--- src/rtl/updown_counter_sequencer.sv ---
// updown_counter_sequencer: drives an up/down counter through a triangle profile between captured limits
module updown_counter_sequencer #(
  parameter int W = 8,
  parameter int PASS_W = 8
) (
  input  logic              clk,
  input  logic              clear,
  input  logic              start,
  input  logic              abort,
  input  logic [W-1:0]      start_val,
  input  logic [W-1:0]      hi_lim,
  input  logic [W-1:0]      lo_lim,
  input  logic [PASS_W-1:0] n_passes,
  input  logic [W-1:0]      cnt_q,
  output logic [W-1:0]      cnt_d,
  output logic              cnt_load,
  output logic              cnt_up_down,
  output logic              cnt_clear_n,
  output logic              busy,
  output logic              done,
  output logic              err,
  output logic [PASS_W-1:0] pass_cnt
);
  typedef enum logic [2:0] {CLR, IDLE, LOAD, UP, DOWN, DONE} state_t;
  state_t state, state_nx;
  logic [W-1:0] sv_r, hi_r, lo_r;
  logic [PASS_W-1:0] np_r;
  logic valid, go, at_lo, last;
  assign valid = lo_lim < hi_lim && lo_lim <= start_val && start_val <= hi_lim;
  assign go    = state == IDLE && start && !abort;
  assign at_lo = cnt_q == lo_r;
  assign last  = np_r != '0 && PASS_W'(pass_cnt + 1'b1) == np_r;
  // The counter has no enable, so every non-counting state reloads cnt_q to hold.
  always_comb begin
    state_nx    = state;
    cnt_load    = 1'b1;
    cnt_d       = cnt_q;
    cnt_up_down = 1'b0;
    cnt_clear_n = 1'b1;
    case (state)
      CLR: begin
        cnt_clear_n = 1'b0;
        cnt_load    = 1'b0;
        cnt_d       = '0;
        state_nx    = IDLE;
      end
      IDLE: state_nx = go && valid ? LOAD : IDLE;
      LOAD: begin
        cnt_d    = sv_r;
        state_nx = UP;
      end
      UP: begin
        cnt_load    = 1'b0;
        cnt_up_down = cnt_q != hi_r;
        state_nx    = cnt_q == hi_r ? DOWN : UP;
      end
      DOWN: begin
        cnt_load    = at_lo && last;
        cnt_up_down = at_lo && !last;
        state_nx    = at_lo ? (last ? DONE : UP) : DOWN;
      end
      DONE: state_nx = IDLE;
      default: state_nx = CLR;
    endcase
    if (abort && state != CLR) begin
      state_nx    = IDLE;
      cnt_load    = 1'b1;
      cnt_d       = cnt_q;
      cnt_up_down = 1'b0;
    end
  end
  always_ff @(posedge clk or negedge clear) begin
    if (!clear) begin
      state    <= CLR;
      pass_cnt <= '0;
      done     <= 1'b0;
      err      <= 1'b0;
      busy     <= 1'b0;
      sv_r     <= '0;
      hi_r     <= '0;
      lo_r     <= '0;
      np_r     <= '0;
    end else begin
      state <= state_nx;
      busy  <= state_nx inside {LOAD, UP, DOWN};
      done  <= state_nx == DONE;
      err   <= go && !valid;
      if (go && valid) begin
        sv_r     <= start_val;
        hi_r     <= hi_lim;
        lo_r     <= lo_lim;
        np_r     <= n_passes;
        pass_cnt <= '0;
      end else if (state == DOWN && at_lo && !abort) begin
        pass_cnt <= pass_cnt + 1'b1;
      end
    end
  end
endmodule
--- config.mk ---
export PLATFORM = sky130hd
export DESIGN_NAME = updown_counter_sequencer
export DESIGN_NICKNAME = d
export VERILOG_FILES = /design/src/rtl/updown_counter_sequencer.sv
export SDC_FILE = /design/constraint.sdc
export NUM_CORES = 1
export LEC_CHECK = 0
export ABC_AREA = 1
export BUFFER_PORTS_ARGS = -buffer_cell sky130_fd_sc_hd__buf_4
export CORE_MARGIN = 2
export CORE_UTILIZATION = 50
export DETAILED_ROUTE_END_ITERATION = 8
export GPL_ROUTABILITY_DRIVEN = 1
export PLACE_DENSITY_LB_ADDON = 0.15
export SLEW_MARGIN = 30
export SYNTH_ARGS = -nofsm -noshare
export SYNTH_HDL_FRONTEND = slang
export SYNTH_SLANG_ARGS = --single-unit
--- constraint.sdc ---
create_clock -name clk -period 2.2 [get_ports clk]
set_input_delay 0.44 -clock clk [delete_from_list [all_inputs] [get_ports clk]]
set_output_delay 0.44 -clock clk [all_outputs]
set_load 0.02 [all_outputs]
Yosys cells after proc, flatten, opt, wreduce, memory -nomap -nowiden --
Index checks and enable logic that the tools add are counted. W data, S select, Z words.
Word-level totals: input bits 44, register bits 46, logic and storage cells 63, output and inout bits 22
Operators by class: reduce and logical (&&, ||, !) cells 22, $add $sub $neg 1, muxes and demuxes 15, magnitude comparators 3, equality and inequality tests 13
Operator list (number):
- $eq A8 B8 Y1 | 3
- $mux W8 | 3
- $le A8 B8 Y1 | 2
- $pmux W8 S2 | 1
- $pmux W3 S5 | 1
- $eq A3 B2 Y1 const B | 4
- $eq A3 B3 Y1 const B | 4
- $logic_and A1 B1 Y1 | 12
- $mux W3 | 4
- $add A8 B1 Y8 const B | 1
- $lt A8 B8 Y1 | 1
- $ne A8 B8 Y1 | 1
- $reduce_bool A8 Y1 | 1
- $reduce_bool A3 Y1 | 2
- $pmux W1 S2 | 2
- $reduce_or A2 Y1 | 2
- $eq A3 B1 Y1 const B | 1
- $logic_not A1 Y1 | 3
- $logic_not A3 Y1 | 1
- $mux W1 | 3
- $mux W2 | 1
- $reduce_bool A2 Y1 | 1

Longest topological paths before layout --
Gate-level depths: netlist of run 1.
depth after elaboration 9, gate-level depth with buffers 16, gate-level depth less buffers 15

Worst setup path after synthesis of run 1 --
OpenSTA, ideal clock, no wires.
path type register -> output, start register pass_cnt[0], end output cnt_load, path buffers 0, data required time 1.760 ns, stages on the path, launching flop included 12, slack -0.052 ns, data arrival time 1.812 ns, path through dfrtp_1 -> ha_1 -> inv_1 -> nand2_1 -> nand2_1 -> nor2_1 -> nand2_1 -> nor2_1 -> nand3_1 -> nor2_1 -> nand3_2 -> o221ai_1
Between the ends: word-level cells in the longest chain between the ends 6
Ends and longest elaborated chain:
- start, declared | RTL line 22 | output logic [PASS_W-1:0] pass_cnt
- start signal, assigned | RTL line 95 | pass_cnt <= pass_cnt + 1'b1;
- $add A8 B1 Y8 | RTL line 32 | assign last = np_r != '0 && PASS_W'(pass_cnt + 1'b1) == np_r;
- $eq A8 B8 Y1 | RTL line 32
- $logic_and A1 B1 Y1 | RTL line 32
- $logic_and A1 B1 Y1 | RTL line 58 | cnt_load = at_lo && last;
- $pmux W1 S2 | RTL line 40 | case (state)
- $mux W1 | RTL line 65 | if (abort && state != CLR) begin
- end, declared | RTL line 16 | output logic cnt_load,
Every way passes these cells.

Worst setup path in the final report of run 1 --
start register pass_cnt[0], end output cnt_up_down
Between the ends: word-level cells in the longest chain between the ends 7
Ends and longest elaborated chain:
- $add A8 B1 Y8 | RTL line 32
- $eq A8 B8 Y1 | RTL line 32
- $logic_and A1 B1 Y1 | RTL line 32
- $logic_not A1 Y1 | RTL line 59 | cnt_up_down = at_lo && !last;
- $logic_and A1 B1 Y1 | RTL line 59
- $pmux W1 S2 | RTL line 40
- $mux W1 | RTL line 65
- end, declared | RTL line 17 | output logic cnt_up_down,
Every way passes these cells.

==> reports/metrics.cfg, run 1 <==
[placement]
dpl-instance-area_sq_um = 3740
place_inst = 577
io_buffer_count = 65
gp_congestion = 0.848
hpwl_um = 5820
dp_slack_ps = -38.3

[synth]
synth_xor_xnor_area_share_pct = 3.12
synth-compound-area-share_pct = 11.1
seq_area_frac_synth_pct = 37.2
synth_area_sq_um = 3090
syn_nets = 502
netlist.area_leader.share_pct = 37.2
synth_warnings = 0
synth_mux_area_share_pct = 0
yosys-top-cells-area = dfrtp_1 (37%), nand2_1 (17%), ha_1 (9.7%)
synth-seq-cells = 46
netlist_instances = 434
synthAdderAreaFrac_pct = 9.71
synth_top_family_by_area = simple AND/OR/NAND/NOR gates
synth-simple-area-share_pct = 28.8
synth.distinct_cells = 30
syn_area_per_cell_sq_um = 7.12
yosysTopAreaCell = dfrtp_1

[power_and_ir_drop]
ir_worst_vdd_uv = 346
clock_power_share_pct = 20.8
power.density_nw_per_um2 = 734
power_frac_comb_pct = 33.6
p_sw_mw = 0.998
switching_share_pct = 35.0
p_seq_share_pct = 45.7
intPower_mw = 1.86
leakage_nw = 2.10

[die]
num_rows = 28
io_pins = 66
die_area_sq_um = 6830
chipHeight_um = 82.6
die_w_um = 82.6
start_util_pct = 51.9
core_region_area_sq_um = 5960

[sta]
fin_hold_ws_ps = 133
post-route-min-period_ps = 2550
finalCritPeriodShare_pct = 116
finalSetupViolCount = 2
relSlewSlack_pct = 60.8
worstMarginPinSlew_ps = 588
timing.fmax_mhz = 392
slew_violations = 0
fin_ws_ps = -349
skew_ps = 7.13
final_hold_viol_count = 0
grt_setup_unrepaired = yes

[detailed_routing]
drt_wl_total_um = 7240
ant_nets = 0
drt_iter0_markers = 131
remaining_drc_errors = 0
avgViaCountPerCell = 5.00
wl_met1_um = 3150
avgRoutedWirePerCell_um = 12.3
wl_met2_um = 3670
first_pass_iters = 4
highest_layer = met4
dr_wl_met3_um = 298
vias = 2935

[clocking]
cts-root-buf = clkbuf_8
clk_pin_slew_ps = 90
htreeDepth = 2
hold_buffers = 0
clkLatencyLatePin_ps = 300
clock_path_buffers = 2
clkSinkCount = 46
cts_buffers = 5
cts_tree = done

[setup_path]
cp_max_fo = 3
worstSetupPathType = flip-flop to output pin
arrival_ps = 2110
regToRegSetupSlack_ps = 210
endpoint = cnt_up_down
critical_path.startpoint = pass_cnt[0]
rr_worst_depth = 15
r2r_end = busy
critPathRequiredTime_ps = 1760
end_kind = output pin
r2r-start = pass_cnt[0]
cp-start-kind = flip-flop

[global_routing]
grt_max_degree = 47
grt_pass1_vias = 2775
grt_overflow_total = 0
grt_usage_pct = 23.2
antenna_found_initial = 0
grt_pass1_wl_um = 12200

[layout]
final_cell_area_sq_um = 3890
final_nets = 579
drive_above_1_share_pct = 21.5
final_util_pct = 65.3
syn2layout_area_growth_pct = 25.8
diodes = 0
stdcell_count = 587

[outcome]
status = complete, but fails checks
violations = negative setup slack

[flow_run]
maxCapViolCount = 0

[hold_path]
min_path_type = input port to asynchronous set/reset pin

placed cells by master, fill, tap and decap left out, types with 2 or more instances in the layout:
cell type  synthesis  routed
nor2_2             1       5
clkbuf_8           0       8
nor2_1            25      21
o21a_1             2       2
inv_1             67      65
dfrtp_1           46      46
nand4_1            9       9
buf_4              3      79
ha_1              24      23
o21ai_1            2       5
xor2_1             2       2
nand2_1          139     139
nand2_2            4       4
inv_2              2       4
xnor2_1            9       9
a21oi_1           13      13
o21ai_0           45      41
nand3_1           24      24
cells in the mapped netlist (all sizes together):
| master | count |
|---|---|
| inv | 69 |
| nand3 | 25 |
| o21ai | 47 |
| or2 | 2 |
| a21boi | 1 |
| buf | 6 |
| o221ai | 1 |
| xor2 | 2 |
| dfrtp | 46 |
| o21a | 2 |
| nor3 | 1 |
| nor2 | 27 |
| nand2 | 143 |
| a21oi | 14 |
| xnor2 | 9 |
| clkbuf | 4 |
| ha | 24 |
| and2 | 1 |
| nand4 | 10 |
worst max-delay path: stages, from the launching register on:
cell	delay (ps)
dfrtp_1	420
ha_4	280
inv_2	30
nand2_1	50
nand2_1	60
nor2_1	100
nand2_1	60
nor2_1	100
nand3_1	90
nor2_2	110
nand3_2	120
a21boi_2	180
nor2_1	50
buf_4	150
how the worst min path moves through the flow:
stage	from	endpoint
final	clear	np_r[2]
after global routing	clear	np_r[2]
after CTS	clear	pass_cnt[2]
after detailed placement	clear	pass_cnt[2]
after global placement	sv_r[1]	sv_r[1]
after floorplan	clear	busy
state kept, by name, summed over array words and instances (netlist names):
register	flops
hi_r	8
lo_r	8
np_r	8
pass_cnt	8
sv_r	8
state	3
busy	1
done	1
err	1
power by group through the flow:
| stage | sequential (mW) | combinational, mW | clock (mW) |
|---|---|---|---|
| finish | 1.30 | 0.959 | 0.593 |
| global route | 1.34 | 1.11 | 0.639 |
| CTS | 1.30 | 0.960 | 0.611 |
| detailed placement | 1.32 | 0.953 | 0 |
| global placement | 1.31 | 0.923 | 0 |
| floorplan | 1.28 | 0.655 | 0 |
kinds of logic after synthesis:
logic type,after synthesis
AOI/OAI and AO/OA,65
xor gates and xnor gates,11
adders and majority gates,24
buffers and inverters,79
DFF,46
and+or+nand+nor,209
per-stage QoR:
stage | setup TNS (ps) | power [mW]
6_report | -647 | 2.86
5_1_grt | -1030 | 3.08
4_1_cts | -644 | 2.87
3_5_place_dp | -38.3 | 2.27
3_3_place_gp | 0 | 2.23
2_1_floorplan | 0 | 1.93
routing by layer:
| metal | vias up | GRT usage, % |
|---|---|---|
| li1 | 1526 | - |
| met1 | 1327 | 28.6 |
| met2 | 71 | 41.9 |
| met3 | 11 | 3.15 |
| met4 | 0 | 7.05 |
| met5 | - | 0 |
repair_timing:
| action | 4_1_cts | 5_1_grt |
|---|---|---|
| resized for setup | 1 | 11 |
| endpoints found under the setup margin | 2 | 10 |
| setup buffers | 0 | 2 |
| pin swaps | 0 | 2 |
area by class of cell:
class,count,area [sq um]
well taps,75,93.8
inverters,69,259
fillers,556,2070
clock buffers,8,110
repair buffers,80,613
multi-input cells,309,1660
flip-flops and latches,46,1150
No activity file was read; power rests on OpenSTA's default activity.
==> inputs of run 2 (changes only) <==
Settings changed: BUFFER_PORTS_ARGS -buffer_cell sky130_fd_sc_hd__buf_4 to -buffer_cell sky130_fd_sc_hd__buf_2, CTS_CLUSTER_SIZE set to 40.
==> reports/metrics.cfg, run 2 (synthesis results as in run 1) <==
[layout]
stdcell_count = 589
final_nets = 582
drive_above_1_share_pct = 22.0
syn2layout_area_growth_pct = 20.1
final_common_cell = nand2_1
diodes = 0
final_cell_mix = nand2_1 (138), inv_1 (64), buf_2 (64)
final_cell_area_sq_um = 3710

[clocking]
clock_path_buffers = 2
clkLatencyLatePin_ps = 300
hold_buffers = 0
htreeDepth = 2
cts_tree = done
clkSinkCount = 46
cts-root-buf = clkbuf_8
clk_pin_slew_ps = 80
cts_buffers = 5

[detailed_routing]
vias = 2916
remaining_drc_errors = 0
ant_nets = 0
drt_iter0_markers = 110
drt_wl_total_um = 7250
highest_layer = met4
avgViaCountPerCell = 4.95
dr_wl_met3_um = 282
wl_met1_um = 3170
avgRoutedWirePerCell_um = 12.3
first_pass_iters = 4
wl_met2_um = 3710

[global_routing]
antenna_found_initial = 0
grt_usage_pct = 23.0
grt_pass1_wl_um = 12000
grt_pass1_vias = 2774
grt_max_degree = 26
grt_overflow_total = 0

[die]
start_util_pct = 51.9
io_pins = 66
num_rows = 28
chipHeight_um = 82.6
die_area_sq_um = 6830
die_w_um = 82.6
core_region_area_sq_um = 5960

[placement]
io_buffer_count = 65
hpwl_um = 5860
dpl-instance-area_sq_um = 3580
gp_congestion = 0.853
place_inst = 579

[setup_path]
cp_num_cells = 13
end_kind = output pin
arrival_ps = 2040
worstSetupPathType = flip-flop to output pin
cp_max_fo = 3
cp-start-kind = flip-flop
slowest_stage = dfrtp_1
critPathBufInv = 2
crit_chain = ha_4, inv_2, nand2_1, nand2_1, nor2_1, nand2_1, nor2_2, nand3_1, nor2_1, nand3_2, a21boi_2, nor2_1, buf_2
critPathRequiredTime_ps = 1760
max_stage_delay_ps = 420
path_delay_family = simple AND/OR/NAND/NOR gates
rr_worst_depth = 14

[outcome]
status = complete, but fails checks
violations = negative setup slack

[sta]
finalCritPeriodShare_pct = 113
fin_ws_ps = -283
post-route-min-period_ps = 2480
skew_ps = 7.89
final_hold_viol_count = 0
finalSetupViolCount = 2
slew_violations = 0
relSlewSlack_pct = 63.6
worstMarginPinSlew_ps = 546
timing.fmax_mhz = 403
grt_setup_unrepaired = yes

[power_and_ir_drop]
switching_share_pct = 36.6
leakage_nw = 2.04
intPower_mw = 1.73
power.density_nw_per_um2 = 736
clock_power_share_pct = 18.0
ir_worst_vdd_uv = 342
p_sw_mw = 0.999
p_seq_share_pct = 47.8
power_frac_comb_pct = 34.1

[flow_run]
maxCapViolCount = 0

[hold_path]
min_path_type = input port to asynchronous set/reset pin

[run 2: cell count changes in the layout (fill, tap and decap cells not counted), moves of 2 or more]
cell      before  now
clkbuf_1       0    2
buf_2          0   64
clkbuf_8       8    5
buf_4         79   19
[run 2: worst paths after layout]
path	from	end	slack (ps)
worst max-delay path	pass_cnt[1]	cnt_up_down	-280
worst min-delay path	clear	pass_cnt[2]	110
worst max register to register	pass_cnt[1]	busy	350
worst min register to register	sv_r[7]	sv_r[7]	490
max in group asynchronous	clear	lo_r[4]	1500
min in group clk	n_passes[2]	np_r[2]	350
[run 2: through the flow]
stage / util, % / hold WS, ps / power (mW) / setup WS (ps) / setup TNS [ps]
6_report: 62.3 / 111 / 2.73 / -283 / -538
5_1_grt: 62.3 / 153 / 2.96 / -416 / -809
4_1_cts: 61.8 / 132 / 2.74 / -316 / -623
3_5_place_dp: 60.1 / 462 / 2.24 / 2.91 / 0
3_3_place_gp: 60.1 / 463 / 2.20 / 64.3 / 0
2_1_floorplan: - / 144 / 1.93 / 30.5 / 0
[run 2: power groups by stage]
stage | registers (mW) | logic, mW | clock network, mW
after global placement | 1.31 | 0.886 | 0
after CTS | 1.31 | 0.926 | 0.507
after global routing | 1.35 | 1.09 | 0.526
final | 1.31 | 0.932 | 0.493
after detailed placement | 1.32 | 0.914 | 0
after floorplan | 1.28 | 0.655 | 0
[run 2: timing repair]
item                                    4_1_cts  5_1_grt
pin swaps                                     5        2
setup buffers                                 1        3
cloned                                        0        0
endpoints found under the setup margin        2       10
resized for setup                             7        9
[run 2: final cells by class]
cell class	count	area, sq um
clock buffers	7	76.3
fillers	581	2240
multi-input cells	309	1670
flip-flops and latches	46	1150
repair buffers	83	463
inverters	69	259
well taps	75	93.8
[run 2: metal layers]
metal  global-route usage, %  vias up
met1                    27.6     1317
li1                        -     1528
met5                       0        -
met2                    42.5       61
met3                    3.59       10
met4                    6.07        0
